<file path="config.mk">
export PLATFORM = sky130hd
export DESIGN_NAME = event_counter
export DESIGN_NICKNAME = d
export VERILOG_FILES = /design/src/rtl/event_counter_pkg.sv /design/src/rtl/sync_edge_detect.sv /design/src/rtl/event_counter.sv
export SDC_FILE = /design/constraint.sdc
export NUM_CORES = 1
export LEC_CHECK = 0
export CAP_MARGIN = 10
export CORE_MARGIN = 8
export CORE_UTILIZATION = 48
export CTS_BUF_LIST = sky130_fd_sc_hd__clkbuf_8
export DETAILED_ROUTE_END_ITERATION = 6
export PLACE_DENSITY = 0.78
export SLEW_MARGIN = 20
export SYNTH_ARGS = -nofsm -noshare
export SYNTH_HDL_FRONTEND = slang
export SYNTH_SLANG_ARGS = --single-unit
</file>
<file path="constraint.sdc">
create_clock -name clk -period 2 [get_ports clk]
set_input_delay 0.2 -clock clk [delete_from_list [all_inputs] [get_ports clk]]
set_output_delay 0.2 -clock clk [all_outputs]
set_load 0.005 [all_outputs]
</file>
<file path="src/rtl/event_counter_pkg.sv">
// Shared constants and helpers for the up/down event counter.
package event_counter_pkg;

   localparam bit WRAP_MODE = 1'b1;
   localparam bit SAT_MODE  = 1'b0;

   typedef enum logic [1:0] {
      OP_HOLD,
      OP_LOAD,
      OP_UP,
      OP_DOWN
   } op_e;

   function automatic logic [31:0] clamp(input logic [31:0] value,
                                         input logic [31:0] limit);
      return (value > limit) ? limit : value;
   endfunction

endpackage

</file>
<file path="src/rtl/sync_edge_detect.sv">
// Synchronises an asynchronous strobe into clk and emits a one-cycle pulse on its rising edge.
module sync_edge_detect #(
   parameter int SYNC_STAGES = 2
) (
   input  logic clk,
   input  logic reset,
   input  logic din,
   output logic rise
);

   logic [SYNC_STAGES-1:0] sync_q;
   logic                   prev_q;

   // NOTE: clocked state uses non-blocking assignments so every flop samples pre-edge values.
   always_ff @(posedge clk or posedge reset) begin
      if (reset) begin
         sync_q <= '0;
         prev_q <= 1'b0;
      end else begin
         sync_q <= {sync_q[SYNC_STAGES-2:0], din};
         prev_q <= sync_q[SYNC_STAGES-1];
      end
   end

   assign rise = sync_q[SYNC_STAGES-1] & ~prev_q;

endmodule

</file>
<file path="src/rtl/event_counter.sv">
// Up/down event counter: synchronised inc/dec strobes, synchronous load,
// wrap or saturate at 0 / MAX_COUNT, registered terminal-count pulse.
module event_counter
   import event_counter_pkg::*;
#(
   parameter int              WIDTH       = 16,
   parameter longint unsigned MAX_COUNT   = (64'd1 << WIDTH) - 64'd1,
   parameter bit              WRAP        = WRAP_MODE,
   parameter int              SYNC_STAGES = 2
) (
   input  logic             clk,
   input  logic             reset,
   input  logic             inc,
   input  logic             dec,
   input  logic             load,
   input  logic [WIDTH-1:0] load_value,
   output logic [WIDTH-1:0] count,
   output logic             tc,
   output logic             at_max,
   output logic             at_zero
);

   localparam logic [WIDTH-1:0] LIMIT = WIDTH'(MAX_COUNT);

   logic             up_ev;
   logic             dn_ev;
   op_e              op;
   logic [WIDTH-1:0] count_d;
   logic             tc_d;

   sync_edge_detect #(.SYNC_STAGES(SYNC_STAGES)) u_inc_sync (
      .clk   (clk),
      .reset (reset),
      .din   (inc),
      .rise  (up_ev)
   );

   sync_edge_detect #(.SYNC_STAGES(SYNC_STAGES)) u_dec_sync (
      .clk   (clk),
      .reset (reset),
      .din   (dec),
      .rise  (dn_ev)
   );

   // Load wins outright; simultaneous up and down events cancel.
   always_comb begin
      op = OP_HOLD;
      if (load) begin
         op = OP_LOAD;
      end else if (up_ev ^ dn_ev) begin
         op = up_ev ? OP_UP : OP_DOWN;
      end
   end

   always_comb begin
      // NOTE: defaults first so every path assigns both outputs and no latch is inferred.
      count_d = count;
      tc_d    = 1'b0;
      unique case (op)
         OP_LOAD: count_d = WIDTH'(clamp(32'(load_value), 32'(LIMIT)));
         OP_UP: begin
            if (count < LIMIT) begin
               count_d = count + WIDTH'(1);
            end else begin
               tc_d = 1'b1;
               if (WRAP == WRAP_MODE) count_d = '0;
            end
         end
         OP_DOWN: begin
            if (count > '0) begin
               count_d = count - WIDTH'(1);
            end else begin
               tc_d = 1'b1;
               if (WRAP == WRAP_MODE) count_d = LIMIT;
            end
         end
         default: ;
      endcase
   end

   always_ff @(posedge clk or posedge reset) begin
      if (reset) begin
         count <= '0;
         tc    <= 1'b0;
      end else begin
         count <= count_d;
         tc    <= tc_d;
      end
   end

   assign at_max  = (count == LIMIT);
   assign at_zero = (count == '0);

endmodule

</file>
=== Word level (Yosys, flattened, before mapping) ===
Index checks and enable logic that the tools add are counted.

* Register bits: 23
* Input bits: 21
* Output and inout bits: 19
* Word-level logic and storage cells: 30

* $add $sub $neg: 2
* $lt $le $gt $ge: 2
* Equal/unequal tests: 4
* Muxes and demuxes: 9
* Bitwise gates (word level): 5
* Reductions and logical operators: 2

{| class="wikitable"
|+ Operator list
! kind !! count
|-
| 16-bit case mux with 3 select lines || 1
|-
| 16-bit 2-to-1 mux || 2
|-
| 16-bit by 1-bit adder with 16-bit output (second input constant) || 1
|-
| 16-bit equality test (second input constant) || 1
|-
| 16-bit by 1-bit greater-than comparator with 1-bit output (second input constant) || 1
|-
| 16-bit zero test || 1
|-
| 16-bit less-than comparator (second input constant) || 1
|-
| 16-bit by 1-bit subtractor with 16-bit output (second input constant) || 1
|-
| 2-bit equality test (second input constant) || 2
|-
| 2-bit 2-to-1 mux || 2
|-
| 1-bit 2-to-1 mux || 3
|-
| 3-bit nonzero test || 1
|-
| 1-bit bitwise AND || 2
|-
| 2-bit by 1-bit equality test with 1-bit output (second input constant) || 1
|-
| 1-bit NOT || 2
|-
| 1-bit case mux with 2 select lines || 1
|-
| 1-bit XOR || 1
|}

=== Longest topological paths before layout ===
* Word-level depth: 7
* Mapped depth: 9
* Mapped depth without buffers: 8

=== Modules after synthesis ===
A second synthesis with hierarchy kept.

* Cell total of the unflattened synthesis: 243
* Area total of the unflattened synthesis: 1993.2 um^2

{| class="wikitable"
|+ By module, submodules not included
! module !! times used !! cells an instance !! area an instance (um^2) !! sequential area each (um^2)
|-
| event_counter || 1 || 233 || 1808.0 || 425.4
|-
| sync_edge_detect || 2 || 5 || 92.6 || 75.1
|}

=== Worst setup path before layout ===
OpenSTA, ideal clock, no wires.

* Path type: flip-flop to flip-flop
* Start point: register u_inc_sync.prev_q
* End point: register count[8]
* Library setup time: 121 ps
* Arrival time: 1996 ps
* Required time: 1879 ps
* Path slack: -117 ps
* Cell stages (with the launch flop): 10
* Path buffers: 2
* Period minus slack after synthesis: 2117 ps
* Path through: dfrtp_1 -> nand2b_1 -> ha_1 -> clkbuf_1 -> or2_2 -> buf_2 -> nor4_1 -> a221o_1 -> a22oi_1 -> o22a_1

* Word-level cells in the longest chain between the ends: 7
* Elaborated cells between the ends (all ways): 11
* Those cells by class: eq/ne: 3; mux: 4; bitwise: 3; reduce/logical: 1

{| class="wikitable"
|+ RTL lines
! what !! line !! source
|-
| start: declaration || sync_edge_detect.sv:12 || <nowiki>logic prev_q;</nowiki>
|-
| start signal: assignment || sync_edge_detect.sv:21 || <nowiki>prev_q <= sync_q[SYNC_STAGES-1];</nowiki>
|-
| 1-bit NOT * || sync_edge_detect.sv:25 || <nowiki>assign rise = sync_q[SYNC_STAGES-1] & ~prev_q;</nowiki>
|-
| 1-bit bitwise AND * || sync_edge_detect.sv:25 ||
|-
| 1-bit 2-to-1 mux / 1-bit XOR (equally long branches) || event_counter.sv:51, event_counter.sv:50 ||
|-
| 2-bit 2-to-1 mux * || event_counter.sv:50 || <nowiki>end else if (up_ev ^ dn_ev) begin</nowiki>
|-
| 2-bit 2-to-1 mux * || event_counter.sv:48 || <nowiki>if (load) begin</nowiki>
|-
| 2-bit equality test / 2-bit by 1-bit equality test with 1-bit output (equally long branches) || event_counter.sv:59 || <nowiki>unique case (op)</nowiki>
|-
| 16-bit case mux with 3 select lines / 3-bit nonzero test (equally long branches) || -- ||
|-
| end signal: assignment || event_counter.sv:86 || <nowiki>count <= count_d;</nowiki>
|-
| end: declaration || event_counter.sv:17 || <nowiki>output logic [WIDTH-1:0] count,</nowiki>
|}

Mark *: on every way between the ends. The rest lies on a longest branch, timed or not.
A chain may end at the register's enable or synchronous reset.

=== Worst setup path in the final report ===
* Start point: register count[6]
* End point: register count[14]

* Word-level cells in the longest chain between the ends: 3
* Elaborated cells between the ends (all ways): 7
* Those cells by class: add/sub: 2; order compare: 2; mux: 3

{| class="wikitable"
|+ RTL lines
! what !! line !! source
|-
| 16-bit by 1-bit subtractor with 16-bit output, or another cell as far along || event_counter.sv:71 || <nowiki>count_d = count - WIDTH'(1);</nowiki>
|-
| 16-bit 2-to-1 mux, on equally long branches || event_counter.sv:70, event_counter.sv:62 ||
|-
| 16-bit case mux with 3 select lines * || event_counter.sv:59 ||
|}

Marks and branches as above.

==> results.txt <==
The library cell used most frequently in the layout, excluding fill and tap cells, is sky130_fd_sc_hd__buf_4. In this run, synthesis produced a sequential element count of 23. During placement, the flow inserted port buffers numbering 39. The starting density of the core is 49.7%. Counting the buffers created by CTS gives 3. The worst path required time came out at between 2 and 2.5 ns. The placement-stage cell area is 0.00264 mm2. The checks that failed: DRC. The setup path with the least slack is of type register to register.

The fraction of registers with async set or reset after synthesis is 100%. Row generation in the floorplan step produced 23 rows. The number of ports placed on the die boundary came out at 40.

The worst path in the final design needs a cycle of a little under 2 ns, including I/O delays and setup. The kind of start point of the critical path is a register. The pre-CTS setup slack came out at -0.0574 ns. The area of the die came out at 0.00642 mm2. The count of cell types in the netlist is slightly above 60. The area of the placeable core is 0.00397 mm2. The H-tree depth reported by CTS is 1. The transition time at the pin with the least slew margin is 0.450 ns. In the layout the commonest cells are 58 x sky130_fd_sc_hd__buf_4, 37 x sky130_fd_sc_hd__clkdlybuf4s50_1, 21 x sky130_fd_sc_hd__dfrtp_1. The number of antenna violations at the first check in global routing is 0. The largest fanout of any net on the critical path is 8. STA classifies the critical path endpoint as a register. The tree is rooted in a sky130_fd_sc_hd__clkbuf_8. The portion of the post-synthesis area used by sequential elements came out at 29.2%.

Static timing analysis puts the maximum clock frequency at between 0.5 and 0.6 GHz. Broken down by cell family, the worst path's largest delay share belongs to simple AND/OR/NAND/NOR gates. The worst-path cell with the longest stage delay is sky130_fd_sc_hd__or4_4. The number of nets handed over by synthesis was 259.

The vertical extent of the die came out at 80.1 um. The total number of vias came out at 2,292. The count of synthesis-stage warnings from yosys came out at 0. The number of slew-limit violations in the final report was 0. The mean routed wirelength per cell came out at 18.8 um. The smallest setup slack after layout came out at a little over 0.04 ns. The floorplan step set the die width to 80.1 um. The tool flagged a number of max-cap violations equal to 0. The iteration count of the initial detailed-routing pass came out at 7.

The routed wire length is 6850 um. The count of inserted antenna diode cells came out at 0. The startpoint identified for the worst register-to-register timing path is count[6]$_DFFE_PP0P_. The total number of nets in the final design is 341. The post-route non-filler standard cell count is ~370. The maximum root-to-sink buffer count is 2. In this run the tightest slew margin relative to its limit is a little over two thirds. The flow ran to the end, but the final reports show violations. The cell area after synthesis is 0.00197 mm2.

Counting buffers and inverters, the worst setup path is 5 cells deep. For this run, the leading register cell type out of synthesis is sky130_fd_sc_hd__dfrtp_1. The global placement routability congestion came out at 0.924. VDD sags by at most 398 uV. Traced cell by cell, the critical path runs through or4_4, nor3_4, a31oi_1, a221oi_2, nor2_1. The share of cells above drive strength 1 is 33.0%. TritonCTS built the clock tree. The beginning of the critical path is count[6]$_DFFE_PP0P_. The number of sinks handled by clock tree synthesis is 23. The post-route standard cell area excluding fillers came out at 0.00293 mm2. The final number of hold-violating endpoints came out at 0.

Clock latency on the worst-skew pair, taken at its later pin, is 0.28 ns. Setup repair after global routing could not meet its margin everywhere. The min-delay analysis places its worst path in the category input pin to asynchronous set/reset pin. The post-detailed-placement half-perimeter wirelength is 4690 um. The clock-pin slew on the worst setup and hold paths came out at roughly 0.10 ns. The number of remaining DRC errors came out at 1.

The share of the clock period used by the worst path is 98.0%. Counting both buffers and inverters, the worst setup path holds a total of 0. The count of endpoints failing setup in the final report came out at 0. From synthesis to final layout, the design area changed by 48.7%.

The number of global-route vias before repair came out at between 2,000 and 2,500. The detail route stage leaves a number of antenna-violating nets equal to 0. The setup skew after layout is 0.0114 ns. The post-placement cell count came out at 345. Measured in cells, the most critical reg-to-reg path has a length of 5.

The number of DRC markers after the initial detailed-route iteration is 257. The largest net degree at the start of global routing is 24. The global-route wire length before repair is approximately 11,000 um.

The detail-routed via count per cell came out at 6.28. The filler cell count came out at 288. Summed over all layers, the global routing overflow is 0. The synthesized area divided by synthesized cell count is 8.43 um2. Global routing used 20.7% of the available tracks.

The biggest cell delay along the critical path came out at 0.60 ns. The power density over cell area is 668 mW/mm2. The static power due to leakage came out at between 0.001 and 0.0015 uW.

The number of instances in the synthesized netlist came out at 234. Counting flops with a built-in enable in the synthesized netlist gives 0. The arrival time reported for the critical path endpoint is 2.12 ns.
[kinds of logic (layout without fill, tap and decap cells)]
| logic type | count (synthesis) | after routing | share of synthesized area [%] |
|---|---|---|---|
| buffers and inverters | 30 | 111 | 7.42 |
| AOI/OAI and AO/OA | 77 | 77 | 27.0 |
| muxes | 2 | 2 | 1.02 |
| DFF | 23 | 23 | 29.2 |
| and+or+nand+nor | 85 | 85 | 27.0 |
| adders and majority gates | 4 | 4 | 2.54 |
| xor gates and xnor gates | 13 | 13 | 5.77 |
[stage by stage]
stage	total power [uW]	TNS (ns)	hold slack (ns)	util, %
finish	1960	0	0.258	73.8
floorplan	1110	0	0.202	-
CTS	1900	-0.00178	0.270	70.4
detailed placement	1520	-0.104	0.340	66.4
global placement	1500	-0.0850	0.336	66.4
global route	2070	-0.328	0.322	73.8
[worst register-to-register path, stage by stage, from the launching register on]
cell                       delay [ns]
sky130_fd_sc_hd__dfrtp_1         0.53
sky130_fd_sc_hd__or4_4           0.60
sky130_fd_sc_hd__nor3_4          0.27
sky130_fd_sc_hd__a31oi_1         0.14
sky130_fd_sc_hd__a221oi_2        0.24
sky130_fd_sc_hd__nor2_1          0.07
[cells in the mapped netlist, types with 2 or more instances]
| cell type | number | area share (%) |
|---|---|---|
| sky130_fd_sc_hd__nor4_1 | 4 | 1.3 |
| sky130_fd_sc_hd__a21oi_1 | 15 | 3.8 |
| sky130_fd_sc_hd__xnor2_1 | 7 | 3.1 |
| sky130_fd_sc_hd__clkbuf_1 | 10 | 1.9 |
| sky130_fd_sc_hd__inv_1 | 8 | 1.5 |
| sky130_fd_sc_hd__or2_2 | 2 | 0.63 |
| sky130_fd_sc_hd__nand4_1 | 3 | 0.95 |
| sky130_fd_sc_hd__nor3b_1 | 2 | 0.76 |
| sky130_fd_sc_hd__or4_4 | 3 | 1.7 |
| sky130_fd_sc_hd__nor2_1 | 14 | 2.7 |
| sky130_fd_sc_hd__nand2_1 | 17 | 3.2 |
| sky130_fd_sc_hd__buf_4 | 3 | 1.1 |
| sky130_fd_sc_hd__o2111ai_1 | 2 | 0.89 |
| sky130_fd_sc_hd__nor4_2 | 3 | 1.9 |
| sky130_fd_sc_hd__nand3_1 | 8 | 2.0 |
| sky130_fd_sc_hd__o31ai_1 | 2 | 0.76 |
| sky130_fd_sc_hd__o21ai_0 | 13 | 3.3 |
| sky130_fd_sc_hd__a221oi_1 | 3 | 1.3 |
| sky130_fd_sc_hd__a221oi_2 | 2 | 1.5 |
| sky130_fd_sc_hd__o22ai_1 | 5 | 1.6 |
| sky130_fd_sc_hd__or3_1 | 5 | 1.6 |
| sky130_fd_sc_hd__buf_6 | 2 | 1.1 |
| sky130_fd_sc_hd__o21ai_1 | 4 | 1.0 |
| sky130_fd_sc_hd__nor3_1 | 6 | 1.5 |
| sky130_fd_sc_hd__buf_2 | 6 | 1.5 |
| sky130_fd_sc_hd__nor3_2 | 3 | 1.5 |
| sky130_fd_sc_hd__dfrtp_1 | 23 | 29 |
| sky130_fd_sc_hd__a211oi_1 | 3 | 1.1 |
| sky130_fd_sc_hd__xor2_1 | 6 | 2.7 |
| sky130_fd_sc_hd__a21o_1 | 5 | 1.9 |
| sky130_fd_sc_hd__ha_1 | 4 | 2.5 |
| sky130_fd_sc_hd__mux2i_1 | 2 | 1.0 |
| sky130_fd_sc_hd__and3_1 | 4 | 1.3 |
| sky130_fd_sc_hd__a31oi_1 | 7 | 2.2 |
[power by group]
group | internal [uW] | switching (uW) | leakage (uW)
sequential | 533 | 122 | 0.000270
combinational | 527 | 464 | 0.000924
clock | 142 | 171 | 0.0000217
[per-layer routing]
metal / up-vias / GRT usage [%] / share of wire (%)
met2: 149 / 33.1 / 47
met3: 27 / 3.91 / 9.5
met1: 1073 / 26.5 / 41
met4: 0 / 8.91 / 2.8
met5: - / 0 / 0
li1: 1043 / - / -
[layout make-up]
type                            instances  area, um2  area share, %
Inverter                                9       33.8           1.15
Clock buffer                            3       41.3           1.41
Timing Repair Buffer                   98        836           28.5
Sequential cell                        23        578           19.7
Multi-Input combinational cell        181       1370           46.8
Tap cell                               50       62.6           2.13
Clock inverter                          1       7.51          0.256
[sequential cells by signal, summed over array words and instances, names as in the netlist]
register	count
count	16
u_dec_sync.sync_q	2
u_inc_sync.sync_q	2
tc	1
u_dec_sync.prev_q	1
u_inc_sync.prev_q	1
[repair_timing]
| action | in CTS | in global routing |
|---|---|---|
| setup buffers | 8 | 9 |
| pin swaps | 6 | 10 |
| endpoints found under the setup margin | 9 | 18 |
| hold buffers | 0 | 0 |
| resized for setup | 17 | 18 |
[final timing paths]
check	end	slack, ns
max	count[14]$_DFFE_PP0P_	0.04
max in group asynchronous	count[3]$_DFFE_PP0P_	1.49
min in group clk	u_inc_sync.sync_q[0]$_DFF_PP0_	0.36
max reg2reg	count[14]$_DFFE_PP0P_	0.04
min	count[1]$_DFFE_PP0P_	0.26
min reg2reg	u_inc_sync.sync_q[1]$_DFF_PP0_	0.36
Note: power is estimated with default switching activity, not from simulation.
